===== config.mk =====
export PLATFORM = sky130hd
export DESIGN_NAME = word_access_sequencer_flat
export DESIGN_NICKNAME = d
export VERILOG_FILES = /design/src/rtl/antares_mem_pkg.sv /design/src/rtl/word_access_sequencer_if.sv /design/src/rtl/word_access_sequencer_arb.sv /design/src/rtl/word_access_sequencer.sv /design/src/flat_wrapper.sv
export SDC_FILE = /design/constraint.sdc
export NUM_CORES = 1
export LEC_CHECK = 0
export CORE_ASPECT_RATIO = 0.8
export CORE_MARGIN = 1
export CORE_UTILIZATION = 53
export CTS_BUF_LIST = sky130_fd_sc_hd__clkbuf_8
export DETAILED_ROUTE_END_ITERATION = 16
export MAX_ROUTING_LAYER = met4
export PLACE_DENSITY = 0.91
export SYNTH_ARGS = -nofsm -noshare
export SYNTH_HDL_FRONTEND = slang
export SYNTH_SLANG_ARGS = --single-unit

===== constraint.sdc =====
create_clock -name clk -period 3.98 [get_ports clk]
set_clock_uncertainty 0.15 [all_clocks]
set_input_delay 1.194 -clock clk [delete_from_list [all_inputs] [get_ports clk]]
set_output_delay 1.194 -clock clk [all_outputs]
set_load 0.01 [all_outputs]

===== src/rtl/antares_mem_pkg.sv =====
// Shared types and helpers for the byte-serial word access sequencer.
package antares_mem_pkg;

  typedef enum logic [1:0] {
    ST_IDLE,
    ST_BEAT,
    ST_DRAIN,
    ST_RESP
  } state_t;

  localparam int unsigned BEATS = 4;

  // Big-endian lane: beat 0 maps to [31:24], beat 3 to [7:0].
  function automatic logic [4:0] lane_lsb(input logic [1:0] cnt);
    return {~cnt, 3'b000};
  endfunction

  function automatic logic [7:0] lane_byte(input logic [31:0] w, input logic [1:0] cnt);
    return w[lane_lsb(cnt) +: 8];
  endfunction

endpackage


===== src/rtl/word_access_sequencer_if.sv =====
// Requester handshakes and byte RAM port of the word access sequencer.
interface word_access_sequencer_if #(
  parameter int ADDR_W = 16
);
  logic              req0_valid;
  logic [31:0]       req0_addr;
  logic              req0_ready;
  logic              req0_done;
  logic [31:0]       req0_rdata;
  logic              req1_valid;
  logic              req1_write;
  logic [31:0]       req1_addr;
  logic [31:0]       req1_wdata;
  logic              req1_ready;
  logic              req1_done;
  logic [31:0]       req1_rdata;
  logic              busy;
  logic [ADDR_W-1:0] ram_addr;
  logic              ram_we;
  logic [7:0]        ram_wdata;
  logic [7:0]        ram_rdata;

  modport slave (
    input  req0_valid, req0_addr,
    output req0_ready, req0_done, req0_rdata,
    input  req1_valid, req1_write, req1_addr, req1_wdata,
    output req1_ready, req1_done, req1_rdata,
    output busy, ram_addr, ram_we, ram_wdata,
    input  ram_rdata
  );

  modport master (
    output req0_valid, req0_addr,
    input  req0_ready, req0_done, req0_rdata,
    output req1_valid, req1_write, req1_addr, req1_wdata,
    input  req1_ready, req1_done, req1_rdata,
    input  busy, ram_addr, ram_we, ram_wdata,
    output ram_rdata
  );
endinterface


===== src/rtl/word_access_sequencer_arb.sv =====
// Two-way round-robin arbiter; remembers the last granted port across accepts.
module rr_arbiter2 (
  input  logic       clk,
  input  logic       rst_n,
  input  logic [1:0] req,
  input  logic       update,
  output logic [1:0] grant
);
  logic last;

  always_comb begin
    grant[0] = req[0] && (!req[1] ||  last);
    grant[1] = req[1] && (!req[0] || !last);
  end

  always_ff @(posedge clk or negedge rst_n) begin
    if (!rst_n)      last <= 1'b1;
    else if (update) last <= grant[1];
  end
endmodule


===== src/rtl/word_access_sequencer.sv =====
// Serialises 32-bit word reads/writes from two requesters onto a byte-wide RAM port.
module word_access_sequencer #(
  parameter int ADDR_W = 16
) (
  input logic                  clk,
  input logic                  rst_n,
  word_access_sequencer_if.slave bus
);
  import antares_mem_pkg::*;

  state_t            state;
  logic [1:0]        cnt;
  logic [31:0]       wdata_q;
  logic [31:0]       cap;
  logic              wr_q;
  logic              port_q;
  logic [ADDR_W-1:0] ram_addr_q;
  logic              ram_we_q;
  logic [7:0]        ram_wdata_q;
  logic              done0_q, done1_q;
  logic [31:0]       rdata0_q, rdata1_q;

  logic [1:0]        grant;
  logic              accept;
  logic              acc_wr;
  logic [31:0]       acc_addr;
  logic              unused_addr_bits;

  rr_arbiter2 u_arb (
    .clk    (clk),
    .rst_n  (rst_n),
    .req    ({bus.req1_valid, bus.req0_valid}),
    .update (accept),
    .grant  (grant)
  );

  always_comb begin
    bus.req0_ready = (state == ST_IDLE) && grant[0];
    bus.req1_ready = (state == ST_IDLE) && grant[1];
    accept         = (state == ST_IDLE) && (grant != 2'b00);
    acc_wr         = grant[1] && bus.req1_write;
    acc_addr       = grant[1] ? bus.req1_addr : bus.req0_addr;
  end

  assign unused_addr_bits = ^acc_addr[31:ADDR_W];

  assign bus.busy       = (state != ST_IDLE);
  assign bus.ram_addr   = ram_addr_q;
  assign bus.ram_we     = ram_we_q;
  assign bus.ram_wdata  = ram_wdata_q;
  assign bus.req0_done  = done0_q;
  assign bus.req1_done  = done1_q;
  assign bus.req0_rdata = rdata0_q;
  assign bus.req1_rdata = rdata1_q;

  // RAM outputs are loaded one beat ahead so they are pure registers;
  // the address register itself walks base+cnt and wraps at 2^ADDR_W.
  always_ff @(posedge clk or negedge rst_n) begin
    if (!rst_n) begin
      state       <= ST_IDLE;
      cnt         <= '0;
      wdata_q     <= '0;
      cap         <= '0;
      wr_q        <= 1'b0;
      port_q      <= 1'b0;
      ram_addr_q  <= '0;
      ram_we_q    <= 1'b0;
      ram_wdata_q <= '0;
      done0_q     <= 1'b0;
      done1_q     <= 1'b0;
      rdata0_q    <= '0;
      rdata1_q    <= '0;
    end else begin
      case (state)
        ST_IDLE: begin
          if (accept) begin
            port_q      <= grant[1];
            wr_q        <= acc_wr;
            wdata_q     <= bus.req1_wdata;
            ram_addr_q  <= acc_addr[ADDR_W-1:0];
            ram_we_q    <= acc_wr;
            ram_wdata_q <= acc_wr ? lane_byte(bus.req1_wdata, 2'd0) : '0;
            cnt         <= '0;
            state       <= ST_BEAT;
          end
        end
        ST_BEAT: begin
          if (!wr_q && cnt != 2'd0) cap[lane_lsb(cnt - 2'd1) +: 8] <= bus.ram_rdata;
          if (cnt == 2'(BEATS - 1)) begin
            ram_we_q    <= 1'b0;
            ram_addr_q  <= '0;
            ram_wdata_q <= '0;
            cnt         <= '0;
            if (wr_q) begin
              done0_q <= !port_q;
              done1_q <= port_q;
              state   <= ST_RESP;
            end else begin
              state   <= ST_DRAIN;
            end
          end else begin
            cnt        <= cnt + 2'd1;
            ram_addr_q <= ram_addr_q + ADDR_W'(1);
            if (wr_q) ram_wdata_q <= lane_byte(wdata_q, cnt + 2'd1);
          end
        end
        ST_DRAIN: begin
          cap[7:0] <= bus.ram_rdata;
          if (port_q) rdata1_q <= {cap[31:8], bus.ram_rdata};
          else        rdata0_q <= {cap[31:8], bus.ram_rdata};
          done0_q <= !port_q;
          done1_q <= port_q;
          state   <= ST_RESP;
        end
        ST_RESP: begin
          done0_q <= 1'b0;
          done1_q <= 1'b0;
          state   <= ST_IDLE;
        end
        default: state <= ST_IDLE;
      endcase
    end
  end
endmodule


===== src/flat_wrapper.sv =====
// flat-port wrapper written by rule: the top's interface ports become plain ports
module word_access_sequencer_flat import antares_mem_pkg::*;
#(
  parameter int ADDR_W = 16
)
  (clk, rst_n, bus_req0_valid, bus_req0_addr, bus_req0_ready, bus_req0_done, bus_req0_rdata, bus_req1_valid, bus_req1_write, bus_req1_addr, bus_req1_wdata, bus_req1_ready, bus_req1_done, bus_req1_rdata, bus_busy, bus_ram_addr, bus_ram_we, bus_ram_wdata, bus_ram_rdata);
  word_access_sequencer_if #(.ADDR_W(ADDR_W)) bus_i ();
  input logic clk;
  input logic rst_n;
  input wire logic [$bits(bus_i.req0_valid)-1:0] bus_req0_valid;
  input wire logic [$bits(bus_i.req0_addr)-1:0] bus_req0_addr;
  output wire logic [$bits(bus_i.req0_ready)-1:0] bus_req0_ready;
  output wire logic [$bits(bus_i.req0_done)-1:0] bus_req0_done;
  output wire logic [$bits(bus_i.req0_rdata)-1:0] bus_req0_rdata;
  input wire logic [$bits(bus_i.req1_valid)-1:0] bus_req1_valid;
  input wire logic [$bits(bus_i.req1_write)-1:0] bus_req1_write;
  input wire logic [$bits(bus_i.req1_addr)-1:0] bus_req1_addr;
  input wire logic [$bits(bus_i.req1_wdata)-1:0] bus_req1_wdata;
  output wire logic [$bits(bus_i.req1_ready)-1:0] bus_req1_ready;
  output wire logic [$bits(bus_i.req1_done)-1:0] bus_req1_done;
  output wire logic [$bits(bus_i.req1_rdata)-1:0] bus_req1_rdata;
  output wire logic [$bits(bus_i.busy)-1:0] bus_busy;
  output wire logic [$bits(bus_i.ram_addr)-1:0] bus_ram_addr;
  output wire logic [$bits(bus_i.ram_we)-1:0] bus_ram_we;
  output wire logic [$bits(bus_i.ram_wdata)-1:0] bus_ram_wdata;
  input wire logic [$bits(bus_i.ram_rdata)-1:0] bus_ram_rdata;
  assign bus_i.req0_valid = bus_req0_valid;
  assign bus_i.req0_addr = bus_req0_addr;
  assign bus_req0_ready = bus_i.req0_ready;
  assign bus_req0_done = bus_i.req0_done;
  assign bus_req0_rdata = bus_i.req0_rdata;
  assign bus_i.req1_valid = bus_req1_valid;
  assign bus_i.req1_write = bus_req1_write;
  assign bus_i.req1_addr = bus_req1_addr;
  assign bus_i.req1_wdata = bus_req1_wdata;
  assign bus_req1_ready = bus_i.req1_ready;
  assign bus_req1_done = bus_i.req1_done;
  assign bus_req1_rdata = bus_i.req1_rdata;
  assign bus_busy = bus_i.busy;
  assign bus_ram_addr = bus_i.ram_addr;
  assign bus_ram_we = bus_i.ram_we;
  assign bus_ram_wdata = bus_i.ram_wdata;
  assign bus_i.ram_rdata = bus_ram_rdata;
  word_access_sequencer #(.ADDR_W(ADDR_W)) u_core (.clk(clk), .rst_n(rst_n), .bus(bus_i));
endmodule

==> results.tsv, run 1 <==
stage	metric	value	unit
floorplanning	DIE AREA	13500	µm²
finish	commonest non-fill, non-tap cell in the layout	clkdlybuf4s50_1	
cts	H-tree depth	4	
floorplanning	die width	130	µm
setup_path	CP cell instances	clkdlybuf4s50_1 > inv_1 > o211ai_1 > inv_1 > dlymetal6s2s_1	
yosys	Main synth FF type	dfrtp_1	
finish	# fillers	839	
floorplanning	Starting Density	55.4	%
yosys	YS warnings	0	
cts	CTS Hold Bufs	0	
sta	Final period util	90.2	%
cts	Longest Clk Path Bufs	2	
setup_path	Crit path largest cell delay	0.49	ns
yosys	Cell variety after synth	59	
placement	PortBufs	170	
sta	final hold vios	0	
cts	CTS tree	built	
setup_path	CP Launch Type	input port	
yosys	Syn Area/Cell	12.4	µm²
yosys	Post-synth ARST share	100	%
yosys	sequential cell area fraction in the yosys report	55.9	%
routing	TritonRoute pass-1 iters	5	
power	Max VDD drop	0.444	mV
routing	Detail Route Antenna Nets	0	
routing	Residual DRC	0	
cts	Clk Latency, worst-skew pair	0.45	ns
global_routing	global-route wire length before repair	27000	µm
finish	fin util	74.3	%
cts	Root Driver	clkbuf_8	
power	Pwr Density	810	nW/µm²
global_routing	total track usage	27.2	%
floorplanning	chip height	104	µm
status	status	complete, no violations	
sta	RSZ-0062 raised after global routing	false	
placement	DP HPWL	11800	µm
setup_path	critical path type	input port to primary output	
cts	Num CTS Buffers	17	
global_routing	grt ovf	0	
setup_path	Crit path max-delay family	buffers and inverters	
finish	commonest non-fill, non-tap cells in the layout	167 x clkdlybuf4s50_1, 153 x dfrtp_1, 96 x mux2_2	
setup_path	Critical Path RT	2.64	ns
sta	Slew @ Worst Pin	0.863	ns
setup_path	critical path buffer and inverter count	4	
cts	clock sinks	154	
floorplanning	Row Count	36	
routing	overall routed net length	16800	µm
setup_path	slowest CP cell	clkdlybuf4s50_1	
sta	fmax	0.279	GHz
yosys	Mapped Cells	556	
placement	routability congestion estimate	0.957	
cts	CTS clk-pin slew, worst paths	0.08	ns
global_routing	largest net degree at the start of global routing	67	
global_routing	antenna violations before repair	0	
yosys	Mapped Area	6890	µm²
finish	layout cell share with drive strength beyond 1	21.5	%
routing	Via-to-Cell Ratio	5.59	
finish	Layout area overhead	34.0	%
sta	final setup TNS	0	ns
setup_path	CP Max Fanout	3	
global_routing	vias in the first global route	5299	
routing	Iter 0 DRT Violations	232	
yosys	syn_nets	675	
sta	Slew HR	42.4	%
sta	post-layout min period	3.59	ns
sta	Setup-failing EPs final	0	
yosys	flops & latches, synth	154	
setup_path	CP arrival	2.24	ns
floorplanning	CORE AREA	12400	µm²
power	LEAKAGE	3.85	nW
finish	n_diodes	0	
yosys	EDFF count, synth	0	
routing	Vias	5096	
floorplanning	io pins	203	
routing	routed length per instance	18.4	µm
setup_path	Most common cell on crit path	inv_1	
finish	nets	847	
run	MaxCap Viol Count	0	
sta	Pins Over Slew Limit	0	
setup_path	critical path capture point type	primary output	
min_path	Hold WC Path Type	register to register	
sta	Hold Slack	0.334	ns
repair_timing:
item / 4_1_cts / 5_1_grt
gates resized for setup: 0 / 2
setup endpoints to repair: 0 / 2
buffers inserted: 0 / 0
endpoints found under the hold margin: 0 / 0
Yosys cell counts (all sizes together) (5+ instances only):
cell type / n / area share (%)
buf: 22 / 1.9
nor2: 9 / 0.49
dfrtp: 153 / 56
inv: 14 / 0.76
a22oi: 8 / 0.87
nand2: 76 / 4.1
nand3: 11 / 0.80
mux4: 8 / 2.6
a21oi: 8 / 0.58
clkbuf: 7 / 0.38
or3: 5 / 0.45
mux2: 98 / 16
mux2i: 18 / 2.6
nand4: 7 / 0.64
ha: 10 / 1.8
o21ai: 50 / 3.7
kinds of logic after synthesis:
logic type / share of synthesized area [%]
DFF: 55.9
and+or+nand+nor: 9.58
muxes: 21.3
AOI/OAI and AO/OA: 8.30
buffers and inverters: 3.09
adders and majority gates: 1.82
stage by stage:
| step | worst slack [ns] | cells | area [µm²] | power, W |
|---|---|---|---|---|
| final | 0.392 | 912 | 9240 | 0.00748 |
| after CTS | 0.0212 | 912 | 9230 | 0.00753 |
| after detailed placement | 0.0285 | 880 | 8760 | 0.00611 |
| after floorplan | 0.780 | 556 | 6890 | 0.00465 |
| after global routing | 0.281 | 912 | 9240 | 0.00793 |
| after global placement | 0.0243 | 880 | 8760 | 0.00589 |
metal layers:
metal  GRT usage (%)  up-vias  wire length [µm]
li1                -     2337                 -
met1            32.2     2521              6980
met2            45.0      212              8400
met3            7.30       26              1190
met4            8.80        0               231
met5               -        -                 0
worst reg2reg max path, delay by kind of cell, from the launching register on:
family                   cells  cell delay, ns
flip-flops                   1            0.91
AND/OR/NAND/NOR              2            0.71
adder cells (fa/ha/maj)      1            0.67
buffers and inverters        1            0.21
AO/OA/AOI/OAI                1            0.20
worst paths after layout:
| path | startpoint | end | slack (ns) | cells after the start |
|---|---|---|---|---|
| setup / recovery | bus_req1_valid | bus_req0_ready | 0.39 | 5 |
| setup reg to reg | u_core.cnt[0] | u_core.cap[23] | 1.05 | 5 |
| hold reg to reg | u_core.bus.ram_wdata[7] | u_core.bus.ram_wdata[7] | 0.33 | 2 |
| min in group asynchronous | rst_n | u_core.bus.req0_rdata[11] | 0.51 | 1 |
| hold / removal | u_core.bus.ram_wdata[7] | u_core.bus.ram_wdata[7] | 0.33 | 2 |
| max in group asynchronous | rst_n | u_core.u_arb.last | 2.24 | 2 |
sequential cells by signal, indices dropped and copies added, names as in the netlist, 2 cells and up:
register,cells
u_core.bus.ram_addr,16
u_core.bus.ram_wdata,8
u_core.cnt,2
u_core.wdata_q,32
u_core.bus.req1_rdata,32
u_core.state,2
u_core.cap,24
u_core.bus.req0_rdata,32
layout make-up:
cell class,instances,area [µm²],area share [%]
Timing Repair Buffer,182,1810,19.6
Multi-Input combinational cell,359,2830,30.6
Sequential cell,154,3850,41.7
Clock inverter,14,226,2.45
Tap cell,171,214,2.32
Inverter,14,52.6,0.569
Clock buffer,18,248,2.68
power breakdown:
part | switching, W | internal (W)
clock network | 0.000572 | 0.000820
registers | 0.000561 | 0.00230
logic | 0.00143 | 0.00180
No activity file was read; power rests on OpenSTA's default activity.
==> run 2: changes to the inputs <==
--- a/config.mk
+++ b/config.mk
@@ -12,6 +12,7 @@
 export DETAILED_ROUTE_END_ITERATION = 16
 export MAX_ROUTING_LAYER = met4
 export PLACE_DENSITY = 0.91
+export SLEW_MARGIN = 20
 export SYNTH_ARGS = -nofsm -noshare
 export SYNTH_HDL_FRONTEND = slang
 export SYNTH_SLANG_ARGS = --single-unit
==> results of run 2 <==
Final layout, timing and power as in run 1 (identical DEF).
==> run 3: changes to the inputs <==
--- a/config.mk
+++ b/config.mk
@@ -11,8 +11,7 @@
 export CTS_BUF_LIST = sky130_fd_sc_hd__clkbuf_8
 export DETAILED_ROUTE_END_ITERATION = 16
 export MAX_ROUTING_LAYER = met4
-export PLACE_DENSITY = 0.91
-export SLEW_MARGIN = 20
+export PLACE_DENSITY_LB_ADDON = 0.15
 export SYNTH_ARGS = -nofsm -noshare
 export SYNTH_HDL_FRONTEND = slang
 export SYNTH_SLANG_ARGS = --single-unit
==> run 3 against run 2 <==
Sequential power barely moved. Wire length is 3.5% lower. Register-to-register slack improved by 0.12 ns.
==> results.tsv, run 3 (synthesized netlist as in run 1, its figures left out) <==
stage	metric	value	unit
sta	post-layout min period	3.90	ns
finish	n_diodes	0	
sta	Final period util	97.9	%
placement	worst slack, placed	0.00386	ns
sta	final hold vios	0	
setup_path	Critical Path RT	2.64	ns
cts	Num CTS Buffers	17	
finish	commonest non-fill, non-tap cell in the layout	clkdlybuf4s50_1	
cts	clock sinks	154	
cts	CTS Hold Bufs	0	
global_routing	grt ovf	0	
sta	Setup-failing EPs final	0	
global_routing	largest net degree at the start of global routing	83	
sta	final setup TNS	0	ns
routing	Residual DRC	0	
sta	fin worst setup slack	0.0817	ns
placement	PortBufs	170	
global_routing	antenna violations before repair	0	
routing	routed length per instance	17.8	µm
sta	Slew @ Worst Pin	0.885	ns
floorplanning	die width	130	µm
sta	fmax	0.257	GHz
routing	TritonRoute pass-1 iters	5	
routing	overall routed net length	16200	µm
finish	commonest non-fill, non-tap cells in the layout	168 x clkdlybuf4s50_1, 153 x dfrtp_1, 96 x mux2_2	
setup_path	CP arrival	2.55	ns
routing	Vias	5137	
sta	Slew HR	41.0	%
setup_path	CP Max Fanout	2	
setup_path	critical path type	input port to primary output	
global_routing	total track usage	26.7	%
placement	routability congestion estimate	0.848	
cts	Root Driver	clkbuf_8	
placement	DP HPWL	11200	µm
setup_path	CP Launch Type	input port	
routing	Via-to-Cell Ratio	5.63	
power	Max VDD drop	0.391	mV
power	LEAKAGE	3.81	nW
floorplanning	chip height	104	µm
sta	RSZ-0062 raised after global routing	false	
setup_path	worst reg2reg path endpoint	u_core.cap[16]	
setup_path	RR Startpoint	u_core.cnt[0]	
routing	Iter 0 DRT Violations	325	
setup_path	worst-case reg-to-reg path depth	5	
finish	nets	848	
cts	Longest Clk Path Bufs	2	
cts	CTS clk-pin slew, worst paths	0.09	ns
finish	# fillers	877	
floorplanning	Starting Density	55.4	%
floorplanning	Row Count	36	
floorplanning	CORE AREA	12400	µm²
min_path	WHS Path Cells	2	
finish	Layout area overhead	33.4	%
global_routing	global-route wire length before repair	26500	µm
global_routing	vias in the first global route	5135	
setup_path	critical path capture point type	primary output	
power	Pwr Density	796	nW/µm²
cts	CTS tree	built	
finish	layout cell share with drive strength beyond 1	22.1	%
min_path	Hold WC Path Type	register to register	
floorplanning	io pins	203	
min_path	Hold Path Sink	u_core.bus.ram_wdata[1]	
status	status	complete, no violations	
placement	Cell Area, Placed	8770	µm²
cts	Clk Latency, worst-skew pair	0.46	ns
setup_path	R2R setup slack	1.17	ns
sta	Pins Over Slew Limit	0	
floorplanning	DIE AREA	13500	µm²
cts	H-tree depth	4	
min_path	min-delay src	u_core.bus.ram_wdata[1]	
finish	fin util	74.0	%
run	MaxCap Viol Count	0	
finish	design area	9200	µm²
routing	Detail Route Antenna Nets	0	
## run 3: cell types whose count changed in the layout (fill, tap and decap cells not counted), sizes merged
cell / previous run / this run
bufinv: 6 / 3
buf: 13 / 14
clkbuf: 18 / 19
clkdlybuf4s50: 167 / 168
clkinv: 3 / 4
clkinvlp: 1 / 2
dlymetal6s2s: 2 / 1
## run 3: worst max path at each step
stage                               from              to  slack [ns]
after detailed placement  bus_req1_valid  bus_req1_ready       0.004
after global placement    bus_req1_valid  bus_req1_ready       0.002
final                     bus_req1_valid  bus_req0_ready        0.08
after CTS                 bus_req1_valid  bus_req1_ready       0.004
after floorplan           bus_req1_valid  bus_req1_ready        0.78
after global routing      bus_req1_valid  bus_req0_ready        0.01
## run 3: routing by layer
layer | wire length [µm] | GRT usage [%] | up-vias
met1 | 6950 | 33.8 | 2571
li1 | - | - | 2347
met5 | 0 | - | -
met3 | 959 | 5.30 | 24
met2 | 8010 | 41.6 | 195
met4 | 306 | 12.0 | 0
## run 3: area by class of cell
type                            count  area [µm²]  area share, %
Inverter                           14        52.6          0.571
Clock inverter                     13         165           1.80
Clock buffer                       19         262           2.84
Multi-Input combinational cell    359        2830           30.8
Tap cell                          171         214           2.33
Sequential cell                   154        3850           41.9
Timing Repair Buffer              183        1820           19.7
## run 3: where the power goes
| group | leakage (nW) | switching, W | internal (W) | total (W) |
|---|---|---|---|---|
| combinational | 1.86 | 0.00143 | 0.00180 | 0.00323 |
| clock | 0.216 | 0.000600 | 0.000658 | 0.00126 |
| sequential | 1.74 | 0.000532 | 0.00230 | 0.00283 |
## run 3: repair_timing
item / in CTS / in global routing
endpoints found under the hold margin: 0 / 0
endpoints found under the setup margin: 0 / 1
gates resized for setup: 0 / 1
setup buffers: 0 / 0
## run 3: per-stage QoR
step,power [W],hold slack [ns],cells
2_1_floorplan,0.00465,0.310,556
3_3_place_gp,0.00592,0.316,881
3_5_place_dp,0.00610,0.323,881
4_1_cts,0.00737,0.343,913
5_1_grt,0.00777,0.368,913
6_report,0.00732,0.337,913
## run 3: worst max-delay path: stages
cell             delay [ns]
clkdlybuf4s50_1        0.47
buf_4                  0.11
inv_1                  0.03
o211ai_1               0.18
inv_1                  0.08
clkdlybuf4s50_1        0.48
